**config.mk**
```make
export PLATFORM = sky130hd
export DESIGN_NAME = can_tx_bit_stuffer
export DESIGN_NICKNAME = d
export VERILOG_FILES = /design/src/rtl/can_tx_bit_stuffer_pkg.sv /design/src/rtl/can_tx_bit_stuffer.sv
export SDC_FILE = /design/constraint.sdc
export NUM_CORES = 1
export LEC_CHECK = 0
export ABC_CLOCK_PERIOD_IN_PS = 2300
export BUFFER_PORTS_ARGS = -buffer_cell sky130_fd_sc_hd__buf_2
export CORE_MARGIN = 4
export CORE_UTILIZATION = 50
export CTS_CLUSTER_SIZE = 10
export DETAILED_ROUTE_END_ITERATION = 8
export MAX_ROUTING_LAYER = met4
export PLACE_DENSITY_LB_ADDON = 0.12
export SLEW_MARGIN = 0
export SYNTH_ARGS = -nofsm -noshare
export SYNTH_HDL_FRONTEND = slang
export SYNTH_SLANG_ARGS = --single-unit
```
**constraint.sdc**
```tcl
create_clock -name clk -period 2.3 [get_ports clk]
set_input_delay 0.23 -clock clk [delete_from_list [all_inputs] [get_ports clk]]
set_output_delay 0.23 -clock clk [all_outputs]
set_load 0.005 [all_outputs]
```
**src/rtl/can_tx_bit_stuffer_pkg.sv**
```systemverilog
// Shared definitions for the CAN transmit bit stuffer: state encoding and
// the default equal-bit run length that triggers a stuff bit.
package can_tx_bit_stuffer_pkg;

  typedef enum logic [1:0] {
    STUF_IDLE,
    STUF_TX,
    STUF_LOST,
    STUF_ERR
  } type_stuffer_states_e;

  localparam int CAN_STUFF_LEN = 5;

endpackage

```
**src/rtl/can_tx_bit_stuffer.sv**
```systemverilog
// CAN transmit bit stuffer: inserts a complement bit after STUFF_LEN equal bits,
// stalls the transmitter meanwhile, and watches the bus for arbitration loss / bit errors.
module can_tx_bit_stuffer
  import can_tx_bit_stuffer_pkg::*;
#(
  parameter int STUFF_LEN = CAN_STUFF_LEN
) (
  input  logic clk,
  input  logic rst,
  input  logic sample_point,
  input  logic tx_bit,
  input  logic stuff_en,
  input  logic arbitration_active,
  input  logic ack_slot,
  input  logic tx_done,
  input  logic can_rx,
  output logic can_tx,
  output logic tx_stall,
  output logic stuff_bit_out,
  output logic arb_lost,
  output logic bit_err,
  output logic busy
);

  localparam int CNT_W = $clog2(STUFF_LEN + 1);
  localparam logic [CNT_W-1:0] RUN_MAX = CNT_W'(STUFF_LEN);

  type_stuffer_states_e state_q, state_d;
  logic [CNT_W-1:0]     run_cnt_q, run_cnt_d;
  logic                 last_q, last_d;
  logic                 win_q, win_d;
  logic                 arb_q, arb_d;
  logic                 ack_q, ack_d;
  logic                 can_tx_q, can_tx_d;
  logic                 stuff_q, stuff_d;
  logic                 arb_lost_q, arb_lost_d;
  logic                 bit_err_q, bit_err_d;

  logic mismatch;
  logic lost_hit;
  logic err_hit;

  // Stall uses win_q so the bit after the last stuffed-region bit can still be a stuff bit.
  always_comb begin
    tx_stall = (state_q == STUF_TX) && win_q && (run_cnt_q == RUN_MAX);
    mismatch = (can_rx != can_tx_q);
    lost_hit = mismatch && arb_q && !stuff_q && can_tx_q && !can_rx;
    err_hit  = mismatch && !lost_hit && !ack_q;

    state_d    = state_q;
    run_cnt_d  = run_cnt_q;
    last_d     = last_q;
    win_d      = win_q;
    arb_d      = arb_q;
    ack_d      = ack_q;
    can_tx_d   = can_tx_q;
    stuff_d    = stuff_q;
    arb_lost_d = 1'b0;
    bit_err_d  = 1'b0;

    case (state_q)
      STUF_IDLE: begin
        can_tx_d = 1'b1;
        stuff_d  = 1'b0;
        if (sample_point && stuff_en) begin
          can_tx_d  = tx_bit;
          last_d    = tx_bit;
          run_cnt_d = CNT_W'(1);
          win_d     = 1'b1;
          arb_d     = arbitration_active;
          ack_d     = ack_slot;
          state_d   = STUF_TX;
        end
      end

      STUF_TX: begin
        if (sample_point) begin
          // Monitor result wins over stuffing: a failed bit releases the bus at once.
          if (lost_hit || err_hit || tx_done) begin
            can_tx_d   = 1'b1;
            stuff_d    = 1'b0;
            run_cnt_d  = '0;
            win_d      = 1'b0;
            arb_d      = 1'b0;
            ack_d      = 1'b0;
            arb_lost_d = lost_hit;
            bit_err_d  = err_hit;
            if (lost_hit) begin
              state_d = STUF_LOST;
            end else if (err_hit) begin
              state_d = STUF_ERR;
            end else begin
              state_d = STUF_IDLE;
            end
          end else if (tx_stall) begin
            can_tx_d  = ~last_q;
            last_d    = ~last_q;
            run_cnt_d = CNT_W'(1);
            stuff_d   = 1'b1;
            arb_d     = 1'b0;
            ack_d     = 1'b0;
          end else begin
            can_tx_d = tx_bit;
            last_d   = tx_bit;
            stuff_d  = 1'b0;
            win_d    = stuff_en;
            arb_d    = arbitration_active;
            ack_d    = ack_slot;
            if (!stuff_en) begin
              run_cnt_d = '0;
            end else if (tx_bit != last_q) begin
              run_cnt_d = CNT_W'(1);
            end else if (run_cnt_q != RUN_MAX) begin
              run_cnt_d = run_cnt_q + 1'b1;
            end
          end
        end
      end

      STUF_LOST, STUF_ERR: begin
        can_tx_d = 1'b1;
        stuff_d  = 1'b0;
        if (sample_point && tx_done) begin
          state_d = STUF_IDLE;
        end
      end

      default: begin
        state_d  = STUF_IDLE;
        can_tx_d = 1'b1;
        stuff_d  = 1'b0;
      end
    endcase
  end

  always_ff @(posedge clk or posedge rst) begin
    if (rst) begin
      state_q    <= STUF_IDLE;
      run_cnt_q  <= '0;
      last_q     <= 1'b0;
      win_q      <= 1'b0;
      arb_q      <= 1'b0;
      ack_q      <= 1'b0;
      can_tx_q   <= 1'b1;
      stuff_q    <= 1'b0;
      arb_lost_q <= 1'b0;
      bit_err_q  <= 1'b0;
    end else begin
      state_q    <= state_d;
      run_cnt_q  <= run_cnt_d;
      last_q     <= last_d;
      win_q      <= win_d;
      arb_q      <= arb_d;
      ack_q      <= ack_d;
      can_tx_q   <= can_tx_d;
      stuff_q    <= stuff_d;
      arb_lost_q <= arb_lost_d;
      bit_err_q  <= bit_err_d;
    end
  end

  assign can_tx        = can_tx_q;
  assign stuff_bit_out = stuff_q;
  assign arb_lost      = arb_lost_q;
  assign bit_err       = bit_err_q;
  assign busy          = (state_q != STUF_IDLE);

endmodule

```
==> results of run 1 <==
registers in the layout, summed over array words and instances, names as in the netlist:
signal and count:
run_cnt_q 3, state_q 2, ack_q 1, arb_lost 1, arb_q 1, bit_err 1, can_tx 1, last_q 1
stuff_bit_out 1, win_q 1
stage by stage:
step / hold slack, ps / std cells / setup WS [ps] / util
after floorplan: 106 / 91 / 662 / -
after global placement: 284 / 119 / 565 / 0.593
after detailed placement: 280 / 119 / 537 / 0.593
after CTS: 185 / 124 / 441 / 0.616
after global routing: 196 / 124 / 306 / 0.616
final: 191 / 124 / 415 / 0.616
cells by family (layout without fill, tap and decap cells):
logic type | after synthesis | count (layout) | synth area share
and+or+nand+nor | 38 | 38 | 0.240
AOI/OAI and AO/OA | 27 | 27 | 0.255
DFF | 13 | 13 | 0.392
buffers and inverters | 7 | 24 | 0.0345
muxes | 3 | 3 | 0.0375
adders and majority gates | 2 | 2 | 0.0300
xor gates and xnor gates | 1 | 1 | 0.0105
final cells by class:
cell class,count,share of cell area
clock buffers,4,0.0277
multi-input cells,71,0.503
well taps,16,0.0211
repair buffers,15,0.0843
inverters,5,0.0198
flip-flops and latches,13,0.344
cell usage in the layout, fill, tap and decap left out, types with 2 or more instances in the layout:
master	instances
a21oi_1	4
o21ai_0	7
clkbuf_4	3
nand3_1	3
a22o_1	2
o211ai_1	2
dfrtp_1	12
a21o_1	2
ha_1	2
nor2_1	3
mux2i_1	2
nand2_1	19
nand2b_1	2
buf_2	14
inv_1	4
nor3_1	4
final timing paths:
| kind | startpoint | end | slack [ps] |
|---|---|---|---|
| worst max-delay path | state_q[0] | tx_stall | 420 |
| worst min-delay path | ack_slot | ack_q | 190 |
| worst max register to register | state_q[0] | run_cnt_q[0] | 500 |
| worst min register to register | arb_q | arb_q | 500 |
| max in group asynchronous | rst | can_tx | 1430 |
| min in group asynchronous | rst | state_q[1] | 520 |
routing by layer:
layer  GRT usage  up-vias  wire length, um
met2       0.226       32              767
li1            -      366                -
met1       0.217      361              834
met5           -        -                0
met3      0.0703        2              145
met4      0.0359        0               14
power by group:
part           internal (mW)  total (mW)  switching [mW]  leakage [nW]
Clock                 0.0672       0.137          0.0696        0.0150
Combinational          0.174       0.406           0.232         0.273
Sequential             0.301       0.384          0.0830         0.165
Total                  0.542       0.927           0.385         0.453
what timing repair did:
| action | CTS | global route |
|---|---|---|
| endpoints found under the hold margin | 12 | 0 |
| hold buffers | 1 | 0 |
| endpoints found under the setup margin | 0 | 0 |
worst min-delay path, delay by kind of cell:
kind	cells	cell delay (ps)
buffers and inverters	1	90
AOI/OAI and AO/OA	1	60
and+or+nand+nor	1	40
==> results.sh, run 1 <==
export IMPL_rsz0062_at_grt="no"
export IMPL_hpwlAfterDp_mm=1.33
export IMPL_nFillCells=145
export IMPL_grt_pass1_vias=656
export IMPL_synth_top_flop_cell="dfrtp_1"
export IMPL_netlist_area_sq_um=833
export IMPL_cpMaxStageDelayCell="nor2b_1"
export IMPL_routed_via_density=6.14
export IMPL_hold_viol_final=0
export IMPL_crit_path_cell_trace="nor2b_1 -> nand4_1 -> inv_2 -> buf_2"
export IMPL_start_util=0.541
export IMPL_startpoint_type="flop"
export IMPL_std_cell_rows=14
export IMPL_outcome="finished, final reports clean"
export IMPL_clock_latency_ps=270
export IMPL_wire_per_inst_um=14.2
export IMPL_slew_viol_final=0
export IMPL_regArea_sq_um=327
export IMPL_fmax_mhz=531
export IMPL_p_per_area_nw_per_um2=976
export IMPL_vias=761
export IMPL_slew_headroom=0.597
export IMPL_synth_edf_count=0
export IMPL_synth_top_cell_area_share=0.360
export IMPL_p_leak_nw=0.453
export IMPL_ys_seq_area_frac=0.392
export IMPL_antenna_left=0
export IMPL_die_area_sq_um=2380
export IMPL_wl_mm=1.76
export IMPL_synthTopCellsByCount="19 x nand2_1, 12 x dfrtp_1, 7 x o21ai_0"
export IMPL_setup_violations=0
export IMPL_antenna_found_initial=0
export IMPL_finalCritPeriodShare=0.819
export IMPL_hp_class="input port to flop"
export IMPL_worst_r2r_cell_count=4
export IMPL_grt_max_degree=14
export IMPL_cp_depth=4
export IMPL_required_ps=2070
export IMPL_synth_distinct_cells=36
export IMPL_grt_use_total=0.162
export IMPL_ys_ff_latch=13
export IMPL_grt_pass1_wl_mm=3.01
export IMPL_tns_ps=0
export IMPL_drt_iter0_drc=30
export IMPL_avgSynthCellArea_sq_um=9.16
export IMPL_antenna_cells=0
export IMPL_cts_made_buffers=3
export IMPL_dr_pass1_iters=4
export IMPL_synth_top_cell_by_area="dfrtp_1"
export IMPL_holdPathStages=3
export IMPL_cp_arrival_ps=1650
export IMPL_io_pins=15
export IMPL_setup_worst_path_class="flop to output pin"
export IMPL_die_w_um=48.8
export IMPL_synthTopCellsByArea="dfrtp_1 36%, nand2_1 8.6%, o21ai_0 4.2%"
export IMPL_htreeDepth=1
export IMPL_drc_errors=0
export IMPL_area_growth_pct=14.0
export IMPL_max_cap_violations=0
export IMPL_period_needed_ps=1880
export IMPL_synth_most_common_cell="nand2_1"
export IMPL_synth_nets=102
export IMPL_io_buffers=14
export IMPL_slowest_delay_ps=450
export IMPL_worst_pin_slew_ps=603
export IMPL_post_cts_repair_setup_buffers=0
export IMPL_ys_warn_count=0
export IMPL_vdd_drop_max_mv=0.655
export IMPL_cts_sinks=13
export IMPL_clockBufferDepth=2
export IMPL_gr_total_overflow=0
export IMPL_cts_resized=0
export IMPL_cts_root_buffer="clkbuf_4"
export IMPL_nets=120
export IMPL_worst_path_buf_inv=2
export IMPL_endpoint_kind="output pin"
export IMPL_path_clk_slew_ps=70
export IMPL_crit_family="simple AND/OR/NAND/NOR gates"
export IMPL_drive_above_1_share=0.241
export IMPL_cp_max_fo=8
export IMPL_coreArea_sq_um=1540
export IMPL_cts_tree="done"
export IMPL_placed_area_sq_um=913
export IMPL_final_cell_area_sq_um=950
export IMPL_timing_clock_skew_ps=0.730
export IMPL_multi_input_area_sq_um=478
export IMPL_syn_inst=91
export IMPL_die_h_um=48.8
export IMPL_async_flop_share=1.00
export IMPL_report_power_total_mw=0.927
export IMPL_gp_congestion=0.850
(Power assumes the default switching activity.)
==> inputs of run 2 (changes only) <==
--- a/config.mk
+++ b/config.mk
@@ -5,10 +5,11 @@
 export SDC_FILE = /design/constraint.sdc
 export NUM_CORES = 1
 export LEC_CHECK = 0
-export ABC_CLOCK_PERIOD_IN_PS = 2300
+export ABC_AREA = 1
+export ABC_CLOCK_PERIOD_IN_PS = 1650
 export BUFFER_PORTS_ARGS = -buffer_cell sky130_fd_sc_hd__buf_2
 export CORE_MARGIN = 4
-export CORE_UTILIZATION = 50
+export CORE_UTILIZATION = 48
 export CTS_CLUSTER_SIZE = 10
 export DETAILED_ROUTE_END_ITERATION = 8
 export MAX_ROUTING_LAYER = met4
==> constraint.sdc (replaced) <==
create_clock -name clk -period 1.65 [get_ports clk]
set_input_delay 0.165 -clock clk [delete_from_list [all_inputs] [get_ports clk]]
set_output_delay 0.165 -clock clk [all_outputs]
set_load 0.005 [all_outputs]
==> run 2 against run 1 <==
Clock power up 48%; core utilization rose by 0.43 points; register-to-register slack got worse by 380 ps; sequential share of layout area decreased by 0.62 points; combinational power increased by 79%; cell count grew 23%; die area up 2.6%.
==> results.sh, run 2 <==
export IMPL_finalCritPeriodShare=0.951
export IMPL_hold_end="arb_q"
export IMPL_hp_class="input port to flop"
export IMPL_area_growth_pct=17.3
export IMPL_largest_register_ffs=3
export IMPL_max_cap_violations=0
export IMPL_grt_use_met3=0.0367
export IMPL_synth_compound_area_frac=0.0910
export IMPL_synth_most_common_cell="nand2_1"
export IMPL_worst_r2r_cell_count=7
export IMPL_reg2reg_to="ack_q"
export IMPL_wl_mm=1.82
export IMPL_synth_nets=128
export IMPL_synthTopCellsByArea="dfrtp_1 36%, nand2_1 17%, inv_1 7.7%"
export IMPL_synth_top_family_by_area="simple AND/OR/NAND/NOR gates"
export IMPL_layout_common_cells="37 x nand2_1, 17 x inv_1, 14 x buf_2"
export IMPL_coreArea_sq_um=1560
export IMPL_cts_tree="done"
export IMPL_synthSimpleGateAreaFrac=0.396
export IMPL_period_needed_ps=1570
export IMPL_gr_usage_met1=0.223
export IMPL_synth_top_flop_cell="dfrtp_1"
export IMPL_die_area_sq_um=2440
export IMPL_startpoint_type="flop"
export IMPL_holdPathStages=3
export IMPL_antenna_found_initial=0
export IMPL_cp_max_fo=8
export IMPL_ys_warn_count=0
export IMPL_layout_commonest_cell="nand2_1"
export IMPL_std_cell_rows=14
export IMPL_vias=780
export IMPL_grt_busiest_layer="met2"
export IMPL_setup_violations=0
export IMPL_netlist_area_sq_um=825
export IMPL_endpoint_kind="output pin"
export IMPL_drive_above_1_share=0.221
export IMPL_routed_via_density=5.13
export IMPL_die_h_um=49.4
export IMPL_grt_max_degree=14
export IMPL_hpwlAfterDp_mm=1.38
export IMPL_synth_edf_count=0
export IMPL_antenna_left=0
export IMPL_timing_hold_ws_ps=137
export IMPL_worst_pin_slew_ps=514
export IMPL_min_from="arbitration_active"
export IMPL_synth_xor_area_frac=0
export IMPL_synth_distinct_cells=19
export IMPL_avgSynthCellArea_sq_um=7.05
export IMPL_synth_top_cell_by_area="dfrtp_1"
export IMPL_start_util=0.529
export IMPL_hold_viol_final=0
export IMPL_slew_viol_final=0
export IMPL_tns_ps=0
export IMPL_outcome="finished, final reports clean"
export IMPL_die_w_um=49.4
export IMPL_syn_inst=117
export IMPL_synthMuxAreaShare=0
export IMPL_grt_use_total=0.177
export IMPL_io_buffers=14
export IMPL_required_ps=1480
export IMPL_synth_fa_ha_area_frac=0.0303
export IMPL_p_leak_nw=0.538
export IMPL_reg_largest_list="run_cnt_q: 3 flops, state_q: 2 flops"
export IMPL_cts_made_buffers=3
export IMPL_async_flop_share=1.00
export IMPL_synth_top_cell_area_share=0.364
export IMPL_wire_per_inst_um=12.0
export IMPL_nets=148
export IMPL_vdd_drop_max_mv=0.825
export IMPL_nFillCells=150
export IMPL_drt_iter0_drc=12
export IMPL_clockBufferDepth=2
export IMPL_cts_sinks=13
export IMPL_ys_ff_latch=13
export IMPL_post_cts_repair_setup_buffers=0
export IMPL_dr_pass1_iters=5
export IMPL_htreeDepth=1
export IMPL_slew_headroom=0.657
export IMPL_synthTopCellsByCount="37 x nand2_1, 17 x inv_1, 13 x nor2_1, 12 x dfrtp_1, 11 x nand3_1"
export IMPL_antenna_cells=0
export IMPL_setup_worst_path_class="flop to output pin"
export IMPL_grt_pass1_vias=773
export IMPL_clock_latency_ps=280
export IMPL_drc_errors=0
export IMPL_gp_congestion=0.848
export IMPL_cp_arrival_ps=1400
export IMPL_cts_root_buffer="clkbuf_4"
export IMPL_ys_seq_area_frac=0.396
export IMPL_fmax_mhz=637
export IMPL_io_pins=15
export IMPL_reg2reg_setup_slack_ps=120
export IMPL_timing_clock_skew_ps=7.41
export IMPL_regMostFlops="run_cnt_q"
export IMPL_grt_pass1_wl_mm=3.24
export IMPL_r2r_start="can_tx"
export IMPL_p_per_area_nw_per_um2=1500
export IMPL_gr_total_overflow=0
export IMPL_path_clk_slew_ps=90
export IMPL_grt_util_met2=0.263
## run 2: cell types whose count changed after synthesis, sizes merged, moves of 2 or more
cell,previous run,this run
nor3,4,0
a22o,2,0
nand3,4,12
a21o,4,0
o21ai,7,9
mux2i,2,0
nand2,19,39
nor2,4,16
a21oi,4,2
inv,5,19
o211ai,2,0
nand2b,2,0
buf,2,0
## run 2: layout make-up
class                           count  area, sq um  share of cell area
Tap cell                           16         20.0              0.0207
Clock buffer                        3         22.5              0.0233
Clock inverter                      1         5.00             0.00517
Multi-Input combinational cell     85          439               0.454
Inverter                           19         73.8              0.0763
Timing Repair Buffer               15         80.1              0.0828
Sequential cell                    13          327               0.338
## run 2: worst max path at each step
stage,start,endpoint
6_report,state_q[0],tx_stall
5_1_grt,can_tx,last_q
4_1_cts,run_cnt_q[1],tx_stall
3_5_place_dp,can_tx,ack_q
3_3_place_gp,can_tx,ack_q
2_1_floorplan,run_cnt_q[1],run_cnt_q[2]
## run 2: cells by family after synthesis
kind of cell	after synthesis
fa+ha+maj	2
simple gates	70
buf+inv	19
compound gates	13
flops	13
## run 2: critical path, stage by stage, from the launching register on
cell and delay (ps):
dfrtp_1 370, inv_1 120, nor2_4 230, inv_4 100
nor2_8 170, buf_2 140
## run 2: per-stage QoR
step | setup slack, ps | power [mW] | util | area, sq um | cells
after floorplan | 309 | 1.04 | - | 825 | 117
after global placement | 169 | 1.19 | 0.587 | 915 | 147
after detailed placement | 147 | 1.21 | 0.587 | 915 | 147
after CTS | 57.0 | 1.41 | 0.611 | 952 | 152
after global routing | -3.97 | 1.59 | 0.620 | 967 | 152
final | 80.3 | 1.45 | 0.620 | 967 | 152
## run 2: what timing repair did
item                                    CTS  global route
gates resized for setup                   0             3
hold buffers                              1             0
hold endpoints to repair                 12             0
endpoints found under the setup margin    0             2
## run 2: power by group
part / internal [mW] / switching (mW) / total [mW]
clock network: 0.0899 / 0.113 / 0.203
logic: 0.252 / 0.475 / 0.727
registers: 0.429 / 0.0908 / 0.519
## run 2: layer usage
metal	share of wire	routed length (um)	up-vias
met5	0	0	-
met4	0	0	0
met3	0.040	72	0
met2	0.47	860	22
met1	0.49	889	350
li1	-	-	408
